[config.mk]
export PLATFORM = sky130hd
export DESIGN_NAME = ula_sequencer
export DESIGN_NICKNAME = d
export VERILOG_FILES = /design/src/rtl/ula_sequencer.sv
export SDC_FILE = /design/constraint.sdc
export NUM_CORES = 1
export LEC_CHECK = 0
export ABC_CLOCK_PERIOD_IN_PS = 4500
export BUFFER_PORTS_ARGS = -buffer_cell sky130_fd_sc_hd__buf_2
export CAP_MARGIN = 30
export CORE_MARGIN = 2
export CORE_UTILIZATION = 35
export DETAILED_ROUTE_END_ITERATION = 10
export GPL_ROUTABILITY_DRIVEN = 0
export GPL_TIMING_DRIVEN = 0
export PLACE_DENSITY = 0.68
export SLEW_MARGIN = 20
export SYNTH_ARGS = -nofsm -noshare
export SYNTH_HDL_FRONTEND = slang
export SYNTH_SLANG_ARGS = --single-unit
[constraint.sdc]
create_clock -name clk -period 4.5 [get_ports clk]
set_input_delay 0.45 -clock clk [delete_from_list [all_inputs] [get_ports clk]]
set_output_delay 0.45 -clock clk [all_outputs]
set_load 0.01 [all_outputs]
[src/rtl/ula_sequencer.sv]
// ula_sequencer: feeds an external ALU from a byte stream.
// Each transaction takes three accepted beats: operand A, operand B, then an opcode.
// The sequencer spends one cycle in EXEC, captures the ALU result and overflow flag,
// and holds them in DONE until the consumer takes them.
// When the opcode's chain bit is set, the captured result becomes operand A of the
// next transaction, so only B and the opcode are loaded again.
// Ports:
//   clk, reset              clock, asynchronous active-high reset
//   in_data/in_valid/in_ready   beat input (A, B, opcode) with handshake
//   ula_a/ula_b/ula_f       registered ALU operands and function select
//   ula_saida/ula_flag      ALU result and signed-overflow flag (from the external ALU)
//   result/result_ovf       captured ALU result and overflow flag
//   out_valid/out_ready     result handshake
//   ovf_count               saturating count of captured overflows
module ula_sequencer #(
    parameter int unsigned OVF_CNT_W = 4
) (
    input  logic                 clk,
    input  logic                 reset,
    input  logic [7:0]           in_data,
    input  logic                 in_valid,
    output logic                 in_ready,
    output logic [7:0]           ula_a,
    output logic [7:0]           ula_b,
    output logic [1:0]           ula_f,
    input  logic [7:0]           ula_saida,
    input  logic                 ula_flag,
    output logic [7:0]           result,
    output logic                 result_ovf,
    output logic                 out_valid,
    input  logic                 out_ready,
    output logic [OVF_CNT_W-1:0] ovf_count
);

    typedef enum logic [2:0] {
        LOAD_A,
        LOAD_B,
        LOAD_F,
        EXEC,
        DONE
    } state_t;

    state_t                r_state;
    state_t                w_state_next;
    logic [7:0]            r_ula_a;
    logic [7:0]            r_ula_b;
    logic [1:0]            r_ula_f;
    logic                  r_chain;
    logic [7:0]            r_result;
    logic                  r_result_ovf;
    logic [OVF_CNT_W-1:0]  r_ovf_count;
    logic                  w_accept;
    logic                  w_ovf_sat;

    assign w_accept  = in_valid && in_ready;
    assign w_ovf_sat = (r_ovf_count == {OVF_CNT_W{1'b1}});

    // State register
    always_ff @(posedge clk or posedge reset) begin
        if (reset) begin
            r_state <= LOAD_A;
        end else begin
            r_state <= w_state_next;
        end
    end

    // Next-state and handshake outputs
    always_comb begin
        w_state_next = r_state;
        in_ready     = 1'b0;
        out_valid    = 1'b0;
        unique case (r_state)
            LOAD_A: begin
                in_ready = 1'b1;
                if (in_valid) w_state_next = LOAD_B;
            end
            LOAD_B: begin
                in_ready = 1'b1;
                if (in_valid) w_state_next = LOAD_F;
            end
            LOAD_F: begin
                in_ready = 1'b1;
                if (in_valid) w_state_next = EXEC;
            end
            EXEC: begin
                w_state_next = DONE;
            end
            DONE: begin
                out_valid = 1'b1;
                if (out_ready) w_state_next = r_chain ? LOAD_B : LOAD_A;
            end
            default: begin
                w_state_next = LOAD_A;
            end
        endcase
    end

    // Operand, result and counter registers
    always_ff @(posedge clk or posedge reset) begin
        if (reset) begin
            r_ula_a      <= 8'h00;
            r_ula_b      <= 8'h00;
            r_ula_f      <= 2'b00;
            r_chain      <= 1'b0;
            r_result     <= 8'h00;
            r_result_ovf <= 1'b0;
            r_ovf_count  <= '0;
        end else begin
            case (r_state)
                LOAD_A: begin
                    if (w_accept) r_ula_a <= in_data;
                end
                LOAD_B: begin
                    if (w_accept) r_ula_b <= in_data;
                end
                LOAD_F: begin
                    if (w_accept) begin
                        r_ula_f <= in_data[1:0];
                        r_chain <= in_data[2];
                    end
                end
                EXEC: begin
                    r_result     <= ula_saida;
                    r_result_ovf <= ula_flag;
                    if (ula_flag && !w_ovf_sat) r_ovf_count <= r_ovf_count + 1'b1;
                end
                DONE: begin
                    // Accumulate mode: the result becomes the next operand A
                    if (out_ready && r_chain) r_ula_a <= r_result;
                end
                default: begin
                end
            endcase
        end
    end

    assign ula_a      = r_ula_a;
    assign ula_b      = r_ula_b;
    assign ula_f      = r_ula_f;
    assign result     = r_result;
    assign result_ovf = r_result_ovf;
    assign ovf_count  = r_ovf_count;

endmodule

Word-level counts from Yosys, hierarchy flattened
Cells that the tools add are included.

storage, ports and cells
  output and inout port bits = 33
  bits of input ports = 21
  flip-flop bits (word level) = 35

operators by class
  reduce and logical (&&, ||, !) cells = 12
  muxes and demuxes = 11
  equality and inequality tests = 11
  add/sub/neg operators = 1

operators by type and width
  operator             number
  $mux 8               2
  $pmux 8 s2           1
  $pmux 3 s5           1
  $mux 3               4
  $ne 2x2->1 const B   6
  $eq 3x2->1 const B   2
  $reduce_and 2->1     3
  $add 4x1->4 const B  1
  $eq 4x4->1 const B   1
  $reduce_and 4->1     1
  $eq 3x1->1 const B   1
  $eq 3x3->1 const B   1
  $logic_and 1x1->1    3
  $logic_not 3->1      1
  $mux 1               3
  $reduce_and 3->1     1
  $reduce_or 3->1      1
  $reduce_bool 2->1    1
  $logic_not 1->1      1

Depth between registers and ports, before layout
Gate-level depths: netlist of the first run.

  word-level depth = 6
  gate-level depth with buffers = 4
  gate-level depth less buffers = 4

Worst setup path before layout of the first run
Ideal clock, no wire load.

  path type = register to register
  start point = register r_state[0]
  end point = register r_ula_a[0], in the netlist ula_a[0]
  required time = 4375 ps
  data arrival time = 1306 ps
  setup slack = 3069 ps
  stages on the path, launching flop included = 5
  buffers on the path = 1
  period minus slack after synthesis = 1431 ps
  setup time = 125 ps
  path through = dfrtp_1 buf_6 or2_4 a21oi_4 mux2_2

between the ends
  longest elaborated chain between the ends = 6

ends and longest elaborated chain
  element                             line  RTL
  start, declared                     43    state_t r_state;
  start signal, assigned              63    r_state <= w_state_next;
  $eq 3x2->1 (tied with other cells)  72    unique case (r_state)
  $reduce_or 3->1 (no line)           -
  $mux 1                              72
  $logic_and 1x1->1                   55    assign w_accept = in_valid && in_ready;
  $ne 2x2->1 (no line)                -
  $reduce_and 3->1 (no line)          -
  end signal, assigned                111   if (w_accept) r_ula_a <= in_data;
  end signal, assigned                129   if (out_ready && r_chain) r_ula_a <= r_result;
  end, declared                       45    logic [7:0] r_ula_a;

Several ways; a longest one is shown, not always the timed one.
A chain may end at the register's enable or synchronous reset.

Worst setup path in the final report of the first run
  start point = register r_state[0]
  end point = output out_valid

between the ends
  longest elaborated chain between the ends = 2

ends and longest elaborated chain
  element        line  RTL
  $eq 3x3->1     72
  $mux 1         72
  end, declared  30    output logic out_valid,

Every way passes these cells.

==> out/metrics.cfg, run 1 <==
[setup_path]
worstPathBufferInverterCount=2
timing.critical_path.cells=buf_6 -> or2_4 -> nor2_1 -> buf_2
cpMaxStageDelayCell=dfrtp_1
setup.worst_path.end_class=output pin
crit_arrival_ns=1.31
cpPeakStageDelay_ns=0.38
path_delay_family=flip-flops
critPathRequiredTime_ns=4.05
startpoint_type=register
crit_path_max_fanout=9
critical_path_class=reg -> out
reg2reg_slack_ns=2.91

[sta]
final_max_slew_viol_count=0
timing.setup.tns_ns=0
fin_skew_ns=0.00251
fmax_mhz=568
setup_repair_after_global_routing_missed_its_margin=false
report.final.setup_viol=0
finalWorstPathRequiredPeriod_ns=1.76
slew_headroom_pct=52.5
finalCritPeriodShare_pct=39.1
finalHoldViolCount=0
slew_at_the_pin_closest_to_its_max_slew_limit_ns=0.711

[power]
seq_power_share_pct=40.0
internal_power_mw=0.949
netSwitchingFraction_pct=33.7
netSwitchingPower_mw=0.483
power.share.combinational_pct=41.6
fin_total_pwr_mw=1.43
leakage_nw=0.920
p_per_area_nw_per_um2=738
clockPowerShare_pct=18.4
max-vdd-ir-drop_mv=0.283

[placement]
place.detailed.hpwl_microns=2510
buffer_ports.inserted=53
place_area_sq_um=1840
post-place-cells=208

[global_route]
first_global_vias=1151
groute.usage.overall_pct=14.8
grt_pass1_wl_microns=5560
antenna_found_initial=0
gr-total-overflow=0
grt_max_degree=36

[die]
floorplan.die_area_sq_um=4860
design.core.area_sq_um=4090
die_x_microns=69.7
die_y_microns=69.7
io-pin-count=54
floorplan.rows=23
initial_core_util_pct=37.0

[clock_network]
cts_sinks=35
cts-hold-fix-buffers=0
cts_inserted_buffers=5
cts.reportedPaths.clkPinSlew_ns=0.06
clock_insertion_delay_worst_skew_ns=0.28
cts_setup_buffers=0
htreeDepth=2
cts_tree=done
cts-root-buf=clkbuf_8
clock_path_buffers=2
post_cts_resized=0

[synth]
mappedNetlistArea_sq_um=1510
synth_edf_count=0
synth_top_cells_by_area=dfrtp_1 (58%), mux2_2 (28%), a21oi_1 (1.3%)
syn-instance-count=105
synth.ff_latch_count=35
synthDistinctLibCells=22
synthDominantAreaCellType=dfrtp_1
postSynth.topFlopCell=dfrtp_1
yosysWarningCount=0
syn-mean-instance-area_sq_um=14.4
synth_sequential_area_ratio_pct=57.9
postSynthNetCount=127
synth.top_cell.area_share_pct=57.9
async_reset_ff_share_pct=100

[final_layout]
post-route-cell-area_sq_um=1940
total_area_of_sequential_cells_sq_um=876
layout_commonest_cell=buf_2
num_antenna_cells=0
area_growth_pct=28.5
multi_input_area_sq_um=607
layout.cells.most_common_list=buf_2 (55), mux2_2 (37), dfrtp_1 (35)
finish.utilization_pct=47.5
finalNetCount=187
drive_gt1_share_pct=62.4
stdcell_count=215
fillers=394

[route]
firstDrtPassIters=5
drcViolationCount=0
dr.first_iter.drc_count=43
drtAntennaViolNets=0
routed-via-count=1078
drt-vias-per-instance=5.01
drt-wirelength-per-cell_microns=15.6
total_wire_length_after_detailed_routing_microns=3360

[outcome]
run_status=finished, final reports clean

[worst_hold_path]
hp-class=in -> async

[job]
cap_violations=0

[worst paths after layout]
| check | start | endpoint | cells after the start |
|---|---|---|---|
| hold / removal | reset | ovf_count[0] | 2 |
| max in group asynchronous | reset | r_state[2] | 2 |
| min in group clk | out_ready | r_state[2] | 2 |
| setup / recovery | r_state[0] | out_valid | 4 |
| setup reg to reg | r_state[0] | ula_a[0] | 4 |
| hold reg to reg | result_ovf | result_ovf | 1 |
[kinds of logic after synthesis]
kind of cell	after synthesis	share of synthesized area [%]
muxes	37	27.6
DFF	35	57.9
and+or+nand+nor	18	7.20
AOI/OAI and AO/OA	8	3.97
buffers and inverters	5	1.90
xor gates and xnor gates	1	0.580
adders and majority gates	1	0.828
[Yosys cell counts, drive strengths merged, types with 2 or more instances]
cell / count
nand2: 2
nor2: 4
a21oi: 5
nand3: 4
buf: 3
mux2: 37
nand2b: 3
inv: 2
dfrtp: 35
[area by class of cell]
cell class                      instances  area share (%)
Clock inverter                          1            1.55
Timing Repair Buffer                   53            13.7
Inverter                                2           0.387
Clock buffer                            6            3.74
Buffer                                  3            1.10
Tap cell                               50            3.22
Multi-Input combinational cell         65            31.3
Sequential cell                        35            45.1
[power groups by stage]
stage	combinational, mW	sequential (mW)	clock [mW]
6_report	0.596	0.573	0.264
3_5_place_dp	0.607	0.578	0
2_1_floorplan	0.313	0.632	0
5_1_grt	0.645	0.599	0.290
3_3_place_gp	0.583	0.567	0
4_1_cts	0.607	0.575	0.274
[layer usage]
metal	global-route usage (%)	vias up	wire length (microns)
li1	-	501	-
met5	0	-	0
met1	17.6	523	1420
met4	6.41	0	53
met3	4.80	8	281
met2	24.5	46	1610
[stage by stage]
step / hold slack, ns / setup WS, ns
2_1_floorplan: 0.480 / 3.07
3_3_place_gp: 0.462 / 2.84
3_5_place_dp: 0.469 / 2.85
4_1_cts: 0.303 / 2.71
5_1_grt: 0.337 / 2.66
6_report: 0.281 / 2.74
[registers in the layout, indices dropped and copies added, names as in the netlist]
name and flops:
ula_a 8, ula_f 2, result 8, result_ovf 1, ula_b 8, r_state 3
ovf_count 4, r_chain 1
No activity file was read; power rests on OpenSTA's default activity.
==> inputs of run 2 (changes only) <==
ABC_CLOCK_PERIOD_IN_PS = 1500   (was 4500)
PLACE_DENSITY = 0.7   (was 0.68)
clock period = 1.5 ns   (was 4.5 ns; I/O delays follow)
==> run 2 against run 1 <==
  * Utilization increased by 1.9 points
  * Largest power group unchanged
  * Clock-buffer cell count fell by 1
  * Critical endpoint is now ula_a[5]
  * Highest routed layer unchanged
  * Hold slack got worse by 0.20 ns
  * Via count rose by 1.7%
  * Non-clock buffer count rose by 5
  * Worst setup slack worse by 2.7 ns
  * Final cell count up 2.8%
==> out/metrics.cfg, run 2 (synthesis gave the netlist of run 1 again) <==
[route]
firstDrtPassIters=4
drtAntennaViolNets=0
total_wire_length_after_detailed_routing_microns=3510
drt-wirelength-per-cell_microns=15.9
dr.first_iter.drc_count=45
routed-via-count=1096
drcViolationCount=0
drt-vias-per-instance=4.96

[placement]
buffer_ports.inserted=53
place_area_sq_um=1840
detailedPlace.worstSlack_ns=-0.0793
place.detailed.hpwl_microns=2450

[setup_path]
crit_path_max_fanout=8
critPathRequiredTime_ns=1.68
cpMaxStageDelayCell=dfrtp_1
regToRegEndpoint=ula_a[5]
worstPathBufferInverterCount=2
critical_path_class=reg -> reg
reg2reg_slack_ns=0.02
cpPeakStageDelay_ns=0.37
crit_arrival_ns=1.66
reg_to_reg_start=r_state[0]
timing.critical_path.cells=buf_6 -> or2_4 -> a21oi_4 -> buf_6 -> mux2_4
startpoint_type=register
worst_r2r_path_depth=5
path_delay_family=flip-flops
setup.worst_path.end_class=register
critical_path.most_common_cell=buf_6

[sta]
layout_setup_ws_ns=0.0200
final_max_slew_viol_count=0
slew_headroom_pct=52.5
fin_skew_ns=0.00464
setup_repair_after_global_routing_missed_its_margin=true
report.final.setup_viol=0
fmax_mhz=676
slew_at_the_pin_closest_to_its_max_slew_limit_ns=0.711
finalWorstPathRequiredPeriod_ns=1.48
finalHoldViolCount=0
finalCritPeriodShare_pct=98.7
timing.setup.tns_ns=0

[power]
max-vdd-ir-drop_mv=0.970
leakage_nw=0.964
fin_total_pwr_mw=4.42
p_per_area_nw_per_um2=2190

[final_layout]
layout_commonest_cell=buf_2
area_growth_pct=33.7
finalNetCount=192
layout.cells.most_common_list=buf_2 (53), dfrtp_1 (34), mux2_2 (29)
fillers=362
num_antenna_cells=0
post-route-cell-area_sq_um=2020
drive_gt1_share_pct=65.5

[clock_network]
cts_inserted_buffers=5
htreeDepth=2
clock_path_buffers=2
cts_tree=done
cts.reportedPaths.clkPinSlew_ns=0.07
cts_sinks=35
cts-root-buf=clkbuf_8
clock_insertion_delay_worst_skew_ns=0.29

[die]
design.core.area_sq_um=4090
die_y_microns=69.7
die_x_microns=69.7
floorplan.die_area_sq_um=4860
floorplan.rows=23
io-pin-count=54
initial_core_util_pct=37.0

[global_route]
first_global_vias=1181
antenna_found_initial=0
grt_max_degree=36
gr-total-overflow=0
grt_pass1_wl_microns=5740
groute.usage.overall_pct=15.4

[worst_hold_path]
hold_path_startpoint=out_ready
min_delay_worst_endpoint=r_state[2]
hp-class=in -> reg
holdPathStages=2

[job]
cap_violations=0

[outcome]
run_status=finished, final reports clean

[run 2: changes by cell type in the layout (fill, tap and decap cells not counted), moves of 2 or more]
| cell | delta |
|---|---|
| buf_6 | +2 |
| buf_4 | +4 |
| clkinvlp_4 | +2 |
| mux2_4 | +8 |
| buf_2 | -2 |
| mux2_2 | -8 |
[run 2: cell type report]
class	count	area, sq um	area share, %
buffer	3	26.3	1.30
clock buffer	5	68.8	3.41
clock inverter	3	20.0	0.991
inverter	2	7.51	0.372
multi-input combinational	65	646	32.0
sequential	35	877	43.4
tap	50	62.6	3.10
timing repair buffer	58	313	15.5
[run 2: worst max-delay path by stage]
stage | start | end | depth (start not counted)
final | r_state[0] | ula_a[5] | 5
after global routing | r_state[1] | ula_b[0] | 3
after CTS | r_state[0] | ula_a[0] | 5
after detailed placement | r_state[0] | ula_a[4] | 4
after global placement | r_state[0] | ula_a[7] | 4
after floorplan | r_state[0] | ula_a[0] | 4
[run 2: per-stage QoR]
| step | cells | hold slack [ns] | util, % |
|---|---|---|---|
| finish | 221 | 0.0807 | 49.4 |
| global route | 221 | 0.0774 | 49.4 |
| global placement | 208 | 0.371 | 45.0 |
| floorplan | 105 | 0.245 | - |
| detailed placement | 208 | 0.314 | 45.0 |
| CTS | 219 | 0.0720 | 47.9 |
[run 2: routing by layer]
| metal | track usage (%) | vias up | part of all wire, % |
|---|---|---|---|
| li1 | - | 501 | - |
| met3 | 5.81 | 11 | 7.0 |
| met2 | 25.4 | 41 | 46 |
| met5 | 0 | - | 0 |
| met1 | 17.5 | 543 | 44 |
| met4 | 7.48 | 0 | 2.6 |
[run 2: what timing repair did]
item	in CTS	in global routing
hold buffers	1	0
setup buffers	2	2
endpoints found under the setup margin	16	19
hold endpoints to repair	21	0
pin swaps	0	2
resized for setup	2	14
[run 2: power by group]
group | leakage (nW) | switching (mW) | internal [mW] | total (mW)
Clock | 0.0402 | 0.349 | 0.323 | 0.672
Sequential | 0.419 | 0.308 | 1.42 | 1.72
Combinational | 0.505 | 0.907 | 1.11 | 2.02
Total | 0.964 | 1.56 | 2.85 | 4.42
==> inputs of run 3 (changes only) <==
CORE_MARGIN = 5   (was 2)
CTS_CLUSTER_SIZE = 28   (was not set)
PLACE_DENSITY = not set   (was 0.7)
==> run 3 against run 2 <==
  * The flow now finishes with violations (hold timing)
  * Sequential power is essentially flat
  * Critical path type unchanged
  * Final cell count shrank 0.90%
  * Worst setup slack lost 0.0076 ns
  * Clock skew grew 0.0019 ns
==> out/metrics.cfg, run 3 (synthesis gave the netlist of run 1 again) <==
[outcome]
run_status=complete, but fails checks
violated_checks=hold timing

[placement]
place.detailed.hpwl_microns=2550
buffer_ports.inserted=53
detailedPlace.worstSlack_ns=-0.0794
post-place-cells=208
place_area_sq_um=1840

[setup_path]
critical_path_class=reg -> reg
crit_arrival_ns=1.66
startpoint_type=register
critPathRequiredTime_ns=1.67
crit_path_max_fanout=8
setup.worst_path.end_class=register
worst_r2r_path_depth=5

[sta]
fmax_mhz=672
finalCritPeriodShare_pct=99.2
fin_skew_ns=0.00657
final_max_slew_viol_count=0
slew_at_the_pin_closest_to_its_max_slew_limit_ns=0.721
hold-worst-slack_ns=-0.0195
finalWorstPathRequiredPeriod_ns=1.49
report.final.setup_viol=0
finalHoldViolCount=35
setup_repair_after_global_routing_missed_its_margin=true
layout_setup_ws_ns=0.0123
slew_headroom_pct=51.8

[global_route]
groute.usage.overall_pct=13.2
first_global_vias=1195
gr-total-overflow=0
antenna_found_initial=0
grt_pass1_wl_microns=5530
grt_max_degree=36

[final_layout]
drive_gt1_share_pct=63.9
stdcell_count=219
num_antenna_cells=0
layout.cells.most_common_list=buf_2 (54), dfrtp_1 (34), mux2_2 (29)
layout_commonest_cell=buf_2
post-route-cell-area_sq_um=2040
fillers=392
finalNetCount=190
area_growth_pct=35.0

[power]
leakage_nw=0.981
fin_total_pwr_mw=4.71
max-vdd-ir-drop_mv=1.02
p_per_area_nw_per_um2=2310

[route]
drtAntennaViolNets=0
dr.first_iter.drc_count=76
total_wire_length_after_detailed_routing_microns=3550
drcViolationCount=0
drt-vias-per-instance=4.96
firstDrtPassIters=4
drt-wirelength-per-cell_microns=16.2
routed-via-count=1086

[die]
floorplan.die_area_sq_um=5730
io-pin-count=54
die_y_microns=75.7
die_x_microns=75.7
design.core.area_sq_um=4090
floorplan.rows=23
initial_core_util_pct=37.0

[clock_network]
cts-hold-fix-buffers=0
cts_sinks=35
cts-root-buf=clkbuf_8
cts_tree=done
htreeDepth=2
cts_inserted_buffers=5
clock_path_buffers=2
cts.reportedPaths.clkPinSlew_ns=0.07
clock_insertion_delay_worst_skew_ns=0.29

[worst_hold_path]
hp-class=in -> async

[job]
cap_violations=0

-- run 3: stage by stage --
step / utilization, % / TNS [ns]
final: 49.9 / 0
after global routing: 49.9 / -0.138
after CTS: 48.8 / 0
after detailed placement: 45.0 / -0.589
after global placement: 45.0 / -0.520
after floorplan: - / 0
-- run 3: path summary, 6_finish.rpt --
kind / from / end / slack [ns]
max: r_state[0] / ula_a[5] / 0.01
min in group clk: out_ready / r_state[2] / 0.08
max in group asynchronous: reset / r_state[1] / 1.01
min: reset / result[6] / -0.02
min reg2reg: result_ovf / result_ovf / 0.48
max reg2reg: r_state[0] / ula_a[5] / 0.01
-- run 3: power by group --
group	internal, mW	leakage, nW	switching, mW	total (mW)
registers	1.42	0.419	0.303	1.72
logic	1.11	0.496	0.892	2.00
clock network	0.664	0.0654	0.327	0.992
-- run 3: per-layer routing --
metal	global-route usage [%]	up-vias	wire, microns
met2	21.8	35	1810
met3	4.09	6	244
met5	0	-	0
li1	-	503	-
met1	15.5	542	1440
met4	6.80	0	62
-- run 3: critical path, stage by stage (launching register included) --
cell	delay [ns]
dfrtp_1	0.37
buf_6	0.13
or2_4	0.27
a21oi_4	0.14
buf_12	0.15
mux2_4	0.30
-- run 3: layout make-up --
type                       instances  area, sq um  share of cell area [%]
sequential                        35          877                    43.0
multi-input combinational         65          637                    31.2
timing repair buffer              56          300                    14.7
clock buffer                       6         72.6                    3.56
tap                               50         62.6                    3.07
clock inverter                     2         60.1                    2.94
buffer                             3         23.8                    1.16
inverter                           2         7.51                   0.368
-- run 3: timing repair --
| item | 4_1_cts | 5_1_grt |
|---|---|---|
| pin swaps | 1 | 1 |
| buffers inserted | 1 | 2 |
| endpoints found under the setup margin | 11 | 16 |
| gates resized for setup | 1 | 9 |
